## src/rtl/up_ack_combiner.sv

```systemverilog
// Broadcasts up-bus requests to NUM_CORES sub-cores and merges their acks into one registered response.
// Optional forced acknowledge on a stalled access is built when UP_ACK_TIMEOUT_EN is defined.
module up_ack_combiner #(
  parameter int NUM_CORES      = 3,
  parameter int TIMEOUT_CYCLES = 32
) (
  input  logic                      up_clk,
  input  logic                      up_rstn,
  input  logic                      up_wreq,
  input  logic [13:0]               up_waddr,
  input  logic [31:0]               up_wdata,
  input  logic                      up_rreq,
  input  logic [13:0]               up_raddr,
  output logic                      up_wack,
  output logic                      up_rack,
  output logic [31:0]               up_rdata,
  output logic                      up_wreq_c,
  output logic [13:0]               up_waddr_c,
  output logic [31:0]               up_wdata_c,
  output logic                      up_rreq_c,
  output logic [13:0]               up_raddr_c,
  input  logic [NUM_CORES-1:0]      up_wack_c,
  input  logic [NUM_CORES-1:0]      up_rack_c,
  input  logic [32*NUM_CORES-1:0]   up_rdata_c,
  input  logic                      up_status_clr,
  output logic                      up_timeout,
  output logic                      up_multi_ack,
  output logic [15:0]               up_timeout_count
);

  if (NUM_CORES < 1 || NUM_CORES > 8) begin : g_bad_cores
    $error("up_ack_combiner: NUM_CORES must be within 1..8");
  end
  if (TIMEOUT_CYCLES < 4 || TIMEOUT_CYCLES > 1024) begin : g_bad_timeout
    $error("up_ack_combiner: TIMEOUT_CYCLES must be within 4..1024");
  end

  typedef enum logic {W_IDLE, W_WAIT} wstate_t;
  typedef enum logic {R_IDLE, R_WAIT} rstate_t;

  wstate_t     wstate, wstate_nxt;
  rstate_t     rstate, rstate_nxt;
  logic        wack_nxt, rack_nxt;
  logic [31:0] rdata_nxt, rdata_or;
  logic        w_ack_any, r_ack_any;
  logic        w_to, r_to;
  logic        multi_set;

  function automatic logic multi_hot(input logic [NUM_CORES-1:0] v);
    return (v & (v - NUM_CORES'(1))) != '0;
  endfunction

  assign w_ack_any  = |up_wack_c;
  assign r_ack_any  = |up_rack_c;
  assign up_waddr_c = up_waddr;
  assign up_wdata_c = up_wdata;
  assign up_raddr_c = up_raddr;

  always_comb begin
    rdata_or = '0;
    for (int unsigned k = 0; k < NUM_CORES; k++) begin
      if (up_rack_c[k]) rdata_or |= up_rdata_c[32*k +: 32];
    end
  end

`ifdef UP_ACK_TIMEOUT_EN
  localparam int CW = $clog2(TIMEOUT_CYCLES);

  logic [CW-1:0] w_cnt, r_cnt;
  logic [1:0]    to_hits;
  logic [16:0]   count_sum;
  logic [15:0]   count_nxt;

  // Counters rest at zero while idle, so every WAIT entry starts from 0.
  always_ff @(posedge up_clk) begin
    if (!up_rstn) begin
      w_cnt <= '0;
      r_cnt <= '0;
    end else begin
      if (wstate == W_IDLE)  w_cnt <= '0;
      else if (!w_ack_any)   w_cnt <= w_cnt + CW'(1);
      if (rstate == R_IDLE)  r_cnt <= '0;
      else if (!r_ack_any)   r_cnt <= r_cnt + CW'(1);
    end
  end

  assign w_to = (wstate == W_WAIT) && !w_ack_any && (w_cnt == CW'(TIMEOUT_CYCLES - 1));
  assign r_to = (rstate == R_WAIT) && !r_ack_any && (r_cnt == CW'(TIMEOUT_CYCLES - 1));

  always_comb begin
    to_hits   = {1'b0, w_to} + {1'b0, r_to};
    count_sum = {1'b0, (up_status_clr ? 16'h0000 : up_timeout_count)} + 17'(to_hits);
    count_nxt = count_sum[16] ? 16'hFFFF : count_sum[15:0];
  end

  always_ff @(posedge up_clk) begin
    if (!up_rstn) begin
      up_timeout       <= 1'b0;
      up_timeout_count <= '0;
    end else begin
      if (w_to || r_to)       up_timeout <= 1'b1;
      else if (up_status_clr) up_timeout <= 1'b0;
      up_timeout_count <= count_nxt;
    end
  end
`else
  assign w_to             = 1'b0;
  assign r_to             = 1'b0;
  assign up_timeout       = 1'b0;
  assign up_timeout_count = '0;
`endif

  always_comb begin
    wstate_nxt = wstate;
    wack_nxt   = 1'b0;
    up_wreq_c  = 1'b0;
    case (wstate)
      W_IDLE: begin
        up_wreq_c = up_wreq;
        if (up_wreq) wstate_nxt = W_WAIT;
      end
      W_WAIT: begin
        if (w_ack_any || w_to) begin
          wack_nxt   = 1'b1;
          wstate_nxt = W_IDLE;
        end
      end
      default: wstate_nxt = W_IDLE;
    endcase
  end

  always_comb begin
    rstate_nxt = rstate;
    rack_nxt   = 1'b0;
    rdata_nxt  = '0;
    up_rreq_c  = 1'b0;
    case (rstate)
      R_IDLE: begin
        up_rreq_c = up_rreq;
        if (up_rreq) rstate_nxt = R_WAIT;
      end
      R_WAIT: begin
        if (r_ack_any) begin
          rack_nxt   = 1'b1;
          rdata_nxt  = rdata_or;
          rstate_nxt = R_IDLE;
        end else if (r_to) begin
          rack_nxt   = 1'b1;
          rdata_nxt  = 32'hDEADDEAD;
          rstate_nxt = R_IDLE;
        end
      end
      default: rstate_nxt = R_IDLE;
    endcase
  end

  assign multi_set = ((wstate == W_WAIT) && multi_hot(up_wack_c)) ||
                     ((rstate == R_WAIT) && multi_hot(up_rack_c));

  always_ff @(posedge up_clk) begin
    if (!up_rstn) begin
      wstate       <= W_IDLE;
      rstate       <= R_IDLE;
      up_wack      <= 1'b0;
      up_rack      <= 1'b0;
      up_rdata     <= '0;
      up_multi_ack <= 1'b0;
    end else begin
      wstate   <= wstate_nxt;
      rstate   <= rstate_nxt;
      up_wack  <= wack_nxt;
      up_rack  <= rack_nxt;
      up_rdata <= rdata_nxt;
      if (multi_set)          up_multi_ack <= 1'b1;
      else if (up_status_clr) up_multi_ack <= 1'b0;
    end
  end

endmodule

```

## config.mk

```make
export PLATFORM = sky130hd
export DESIGN_NAME = up_ack_combiner
export DESIGN_NICKNAME = d
export VERILOG_FILES = /design/src/rtl/up_ack_combiner.sv
export SDC_FILE = /design/constraint.sdc
export NUM_CORES = 1
export LEC_CHECK = 0
export ABC_AREA = 0
export CAP_MARGIN = 25
export CORE_AREA = 2 2 110 112
export CTS_CLUSTER_SIZE = 40
export DETAILED_ROUTE_END_ITERATION = 10
export DIE_AREA = 0 0 112 114
export PLACE_DENSITY_LB_ADDON = 0.1
export SYNTH_ARGS = -nofsm -noshare
export SYNTH_HDL_FRONTEND = slang
export SYNTH_SLANG_ARGS = --single-unit
```

## constraint.sdc

```tcl
create_clock -name up_clk -period 0.9 [get_ports up_clk]
set_input_delay 0.09 -clock up_clk [delete_from_list [all_inputs] [get_ports up_clk]]
set_output_delay 0.09 -clock up_clk [all_outputs]
set_load 0.02 [all_outputs]
```

==> run_results.csv, run 1 <==
group,metric,value,unit
sta,slew_violations,0,
die,ioPinCount,281,
power,p_per_area,1360,nW/um^2
sta,grt_setup_unrepaired,"yes",
power,power_switching,1180,uW
die,dieArea,12800,sq um
detailed_routing,drtAntennaViolNets,0,
clock_tree,ctsHtreeMaxLevel,2,
clock_tree,cts_hold_buf,0,
die,start_util,0.169,
power,p_leak,0.00148,uW
global_routing,antenna_found_initial,0,
worst_setup_path,reg2reg_from,"rstate",
detailed_routing,dr.pass1.iters,5,
sta,period_minus_slack,0.956,ns
detailed_routing,viasPerCell,4.10,
placement,post-place-ws,-0.681,ns
die,num_rows,40,
clock_tree,cts_buffers,5,
global_routing,grt_pass1_vias,1911,
sta,timing_hold_violations_final,0,
synth,yosysMostFrequentCell,"buf_4",
sta,setup_ws,-0.0564,ns
power,combPwrFrac,0.259,
synth,synth_ff_type,"dfxtp_1",
die,coreArea,11700,sq um
placement,globalplace.congestion,0.725,
sta,finalCritPeriodShare,1.06,
die,die_w,112,microns
global_routing,grtUsageTotal,0.123,
power,switching_share,0.256,
synth,synth_cells,211,
synth,synth_seq_cells,37,
synth,synth_top_area_cell,"dfxtp_1",
worst_setup_path,path_max_fanout,2,
synth,synth_edf_count,0,
hold_path,worstHoldEndpoint,"up_rdata[8]",
clock_tree,cts_tree,"yes",
power,finalPower,4620,uW
run_status,status,"complete, but fails checks",
synth,synthTopCellsByCount,"buf_4 (79), dfxtp_1 (37), nor2_1 (33), a222oi_1 (32), clkbuf_1 (9)",
synth,yosys.area_share.xor_xnor,0,
placement,dp.cells,446,
final_layout,layout-drive-gt1-share,0.302,
synth,synthDominantCellAreaShare,0.375,
detailed_routing,wl,8260,microns
worst_setup_path,endpoint_kind,"primary output",
detailed_routing,wire_per_inst,17.9,microns
worst_setup_path,worst_ep_arrival_time,0.87,ns
synth,yosysSeqAreaShare,0.375,
synth,synth-adder-area-share,0.0108,
global_routing,grt_overflow,0,
synth,synthTopCellsByArea,"dfxtp_1 (38%), buf_4 (30%), a222oi_1 (16%)",
sta,skew,0.00287,ns
global_routing,grt_max_degree,15,
final_layout,antenna-diode-count,0,
final_layout,final_core_util,0.290,
worst_setup_path,critPathRequiredTime,0.81,ns
sta,fmax,1.05,GHz
die,dieHeight,114,microns
job,drv_cap,0,
detailed_routing,route.detailed.drc,0,
synth,synth_cell_types,18,
clock_tree,clockBufferDepth,2,
placement,io_buffers,143,
power,p_int,3440,uW
clock_tree,clock_latency,0.28,ns
synth,synthMuxAreaShare,0,
hold_path,holdPathStages,3,
sta,setup_viol_count_final,31,
synth,synthArstFlopShare,0,
placement,hpwl,5930,microns
clock_tree,root_buffer,"clkbuf_16",
worst_setup_path,worstSetupPathType,"flop to primary output",
clock_tree,cts.sinks,37,
worst_setup_path,r2r_slack,-0.04,ns
final_layout,fill_cells,1257,
synth,avgSynthCellArea,9.36,sq um
synth,synth_compound_area_frac,0.175,
power,peakVddDrop,0.567,mV
worst_setup_path,rr_worst_depth,4,
hold_path,min_from,"up_rdata_c[8]",
power,seq_power_share,0.371,
detailed_routing,drt_iter0_drc,134,
final_layout,fin_cells,462,
run_status,violations,"setup timing",
synth,netlist_area,1970,sq um
detailed_routing,vias,1893,
synth,synth-warning-count,0,
clock_tree,clkSlewWorstSetupHoldPaths,0.06,ns
synth,yosys.area_share.simple,0.101,
power,power_frac_clock,0.370,
synth,synth_top_family_by_area,"buffers and inverters",
hold_path,hp-class,"input port to flop",
final_layout,final_nets,481,
worst_setup_path,worst_setup_path_start_kind,"flop",
global_routing,grt_pass1_wl,11900,microns
final_layout,area_growth_syn_to_layout,71.7,%
worst_setup_path,rr_endpoint,"up_rdata[0]",
[critical path, cell delays in order (launching register included)]
cell and delay [ns]:
dfxtp_2 0.34, nor2b_4 0.13, buf_6 0.13
[logic make-up after synthesis]
| kind of cell | count (synthesis) |
|---|---|
| AO/OA/AOI/OAI | 35 |
| buffers and inverters | 93 |
| other | 1 |
| AND/OR/NAND/NOR | 43 |
| adder cells (fa/ha/maj) | 2 |
| flip-flops | 37 |
[worst max path at each step]
stage / to / depth (start not counted) / slack, ns / startpoint
floorplan: up_multi_ack / 4 / -0.02 / up_rack_c[1]
global route: up_rdata[18] / 4 / -0.1 / rstate
CTS: up_wreq_c / 2 / -0.07 / wstate
finish: up_rreq_c / 2 / -0.06 / rstate
global placement: up_rdata[12] / 5 / -0.68 / up_rack_c[0]
detailed placement: up_rdata[12] / 5 / -0.68 / up_rack_c[0]
[cells in the final DEF (no fill, tap or decap), types with 5 or more instances in the layout]
master / count
clkdlybuf4s50_1: 95
dlygate4sd2_1: 7
a222oi_1: 32
buf_6: 7
conb_1: 17
buf_2: 36
buf_4: 14
nor2_1: 25
clkbuf_16: 5
nor2_2: 6
dfxtp_1: 35
buf_12: 6
[layout make-up]
| class | count | area (sq um) | share of cell area |
|---|---|---|---|
| Clock buffer | 6 | 129 | 0.0380 |
| Inverter | 1 | 3.75 | 0.00111 |
| Tap cell | 147 | 184 | 0.0542 |
| Multi-Input combinational cell | 97 | 687 | 0.203 |
| Sequential cell | 37 | 743 | 0.219 |
| Timing Repair Buffer | 172 | 1630 | 0.482 |
| Clock inverter | 2 | 10.0 | 0.00295 |
[registers in the layout, indices dropped and copies added, names as in the netlist]
signal / count
up_multi_ack: 1
up_rack: 1
up_wack: 1
up_rdata: 32
wstate: 1
rstate: 1
[per-layer routing]
| layer | GRT usage | part of all wire |
|---|---|---|
| met1 | 0.129 | 0.36 |
| met2 | 0.225 | 0.51 |
| met3 | 0.0462 | 0.10 |
| met4 | 0.0447 | 0.028 |
| met5 | 0 | 0 |
[per-stage QoR]
stage / hold WS, ns / instance area (sq um) / setup TNS [ns]
global route: 0.180 / 3390 / -2.51
global placement: 0.180 / 3210 / -23.45
CTS: 0.180 / 3350 / -0.705
detailed placement: 0.180 / 3210 / -23.05
floorplan: 0.204 / 2040 / -0.0304
finish: 0.158 / 3390 / -1.09
[power by group through the flow]
stage,Sequential [uW],Clock [uW],Combinational (uW)
after floorplan,1820,0,762
after global routing,1720,1840,1270
after CTS,1710,1780,1180
final,1720,1710,1200
after detailed placement,1750,0,1130
after global placement,1750,0,1140
[repair_timing]
action,in CTS,in global routing
gates cloned,3,0
pin swaps,4,4
setup endpoints to repair,71,36
gates resized for setup,184,21
setup buffers,6,0
No activity file was read; power rests on OpenSTA's default activity.
==> run 2, diff against run 1 <==
Settings changed: CTS_CLUSTER_SIZE 40 to 20.
==> results of run 2 <==
Same layout as run 1: the final DEF is identical, and so are final timing and power.
==> run 3, diff against run 2 <==
Settings changed: CTS_BUF_LIST set to sky130_fd_sc_hd__clkbuf_8.
==> run_results.csv, run 3 (synthesis gave the netlist of run 1 again) <==
group,metric,value,unit
detailed_routing,vias,1903,
power,peakVddDrop,0.426,mV
worst_setup_path,critPathRequiredTime,0.81,ns
placement,globalplace.congestion,0.725,
worst_setup_path,crit_slowest_cell,"dfxtp_2",
hold_path,holdPathStages,3,
worst_setup_path,worst-path-buf-inv,1,
power,p_leak,0.00146,uW
clock_tree,clockBufferDepth,2,
worst_setup_path,max_stage_delay,0.34,ns
worst_setup_path,worst_setup_path_start_kind,"flop",
run_status,status,"complete, but fails checks",
clock_tree,cts.sinks,37,
clock_tree,clkSlewWorstSetupHoldPaths,0.08,ns
sta,fmax,1.03,GHz
worst_setup_path,rr_worst_depth,4,
worst_setup_path,path_max_fanout,2,
die,num_rows,40,
detailed_routing,route.detailed.drc,0,
final_layout,largest_reg_flops,32,
detailed_routing,drt_iter0_drc,137,
hold_path,min_from,"up_rdata_c[8]",
detailed_routing,dr.pass1.iters,7,
clock_tree,root_buffer,"clkbuf_8",
sta,slew_violations,0,
sta,skew,0.00162,ns
die,dieHeight,114,microns
sta,grt_setup_unrepaired,"yes",
die,coreArea,11700,sq um
sta,tns,-1.42,ns
detailed_routing,wl,8260,microns
worst_setup_path,r2r_slack,-0.05,ns
sta,setup_ws,-0.0707,ns
worst_setup_path,worstSetupPathType,"flop to primary output",
power,p_per_area,1220,nW/um^2
final_layout,area_growth_syn_to_layout,69.1,%
worst_setup_path,crit_family,"flip-flops",
hold_path,hp-class,"input port to flop",
sta,timing_hold_violations_final,0,
final_layout,antenna-diode-count,0,
clock_tree,ctsHtreeMaxLevel,2,
die,ioPinCount,281,
placement,io_buffers,143,
global_routing,grt_max_degree,15,
job,drv_cap,0,
sta,period_minus_slack,0.971,ns
detailed_routing,wire_per_inst,17.9,microns
global_routing,grt_overflow,0,
global_routing,grtUsageTotal,0.123,
final_layout,final_cell_mix,"clkdlybuf4s50_1 (97), buf_2 (35), dfxtp_1 (34)",
final_layout,fin_cells,462,
placement,dp.cells,446,
worst_setup_path,reg2reg_from,"rstate",
hold_path,worstHoldEndpoint,"up_rdata[8]",
global_routing,antenna_found_initial,0,
final_layout,final_nets,481,
die,dieArea,12800,sq um
clock_tree,cts_hold_buf,0,
clock_tree,clock_latency,0.29,ns
detailed_routing,drtAntennaViolNets,0,
final_layout,largest-register,"up_rdata",
global_routing,grt_pass1_wl,11900,microns
global_routing,grt_pass1_vias,1912,
worst_setup_path,worst_ep_arrival_time,0.88,ns
worst_setup_path,cp_cell_sequence,"nor2b_4, buf_6",
worst_setup_path,rr_endpoint,"up_rdata[19]",
die,start_util,0.169,
final_layout,layout-drive-gt1-share,0.314,
run_status,violations,"setup timing",
worst_setup_path,endpoint_kind,"primary output",
clock_tree,cts_tree,"yes",
final_layout,fill_cells,1256,
detailed_routing,viasPerCell,4.12,
final_layout,final_common_cell,"clkdlybuf4s50_1",
sta,setup_viol_count_final,33,
clock_tree,cts_buffers,5,
placement,hpwl,5930,microns
die,die_w,112,microns
sta,finalCritPeriodShare,1.08,
[run 3: cell types whose count changed in the layout (fill, tap and decap cells not counted), moves of 3 or more]
cell / delta
nor2_2: +3
clkbuf_8: +5
nor2_1: -3
clkbuf_16: -5
buf_4: +4
[run 3: report_power, final]
| group | internal (uW) | switching (uW) |
|---|---|---|
| combinational | 727 | 471 |
| sequential | 1690 | 18.6 |
| clock | 527 | 629 |
| total | 2950 | 1120 |
[run 3: worst register-to-register path, stage by stage, from the launching register on]
cell and delay (ns):
dfxtp_2 0.36, buf_6 0.12, nand3b_4 0.13, buf_12 0.19, nor2_1 0.10
[run 3: metal layers]
layer  track usage  vias up  routed length (microns)  share of wire
met4        0.0447        0                      232          0.028
met1         0.129      875                     2890           0.35
met5             0        -                        0              0
met2         0.225      140                     4200           0.51
met3        0.0462       20                      927           0.11
li1              -      868                        -              -
[run 3: cell type report]
type / count / area, sq um / share of cell area
flip-flops and latches: 37 / 744 / 0.223
multi-input cells: 97 / 688 / 0.206
clock buffers: 5 / 68.8 / 0.0206
repair buffers: 172 / 1640 / 0.490
inverters: 1 / 3.75 / 0.00112
clock inverters: 3 / 13.8 / 0.00412
well taps: 147 / 184 / 0.0551
[run 3: repair_timing]
action,in CTS,in global routing
gates resized for setup,181,23
gates cloned,3,0
buffers inserted,6,0
pin swaps,3,5
setup endpoints to repair,71,38
[run 3: worst max path at each step]
stage                     depth (start not counted)         start      endpoint  slack [ns]
after detailed placement                          5  up_rack_c[0]  up_rdata[12]       -0.68
after floorplan                                   4  up_rack_c[1]  up_multi_ack       -0.02
after global placement                            5  up_rack_c[0]  up_rdata[12]       -0.68
final                                             2        rstate     up_rreq_c       -0.07
after CTS                                         2        wstate     up_wreq_c       -0.09
after global routing                              2        rstate     up_rreq_c       -0.11
[run 3: through the flow]
step	worst slack [ns]	hold WS [ns]	cell area, sq um	power [uW]	util
5_1_grt	-0.107	0.174	3340	4280	0.285
3_5_place_dp	-0.681	0.180	3210	2880	0.274
6_report	-0.0707	0.154	3340	4070	0.285
3_3_place_gp	-0.678	0.180	3210	2890	0.274
2_1_floorplan	-0.0202	0.204	2040	2580	-
4_1_cts	-0.0927	0.180	3300	4140	0.282
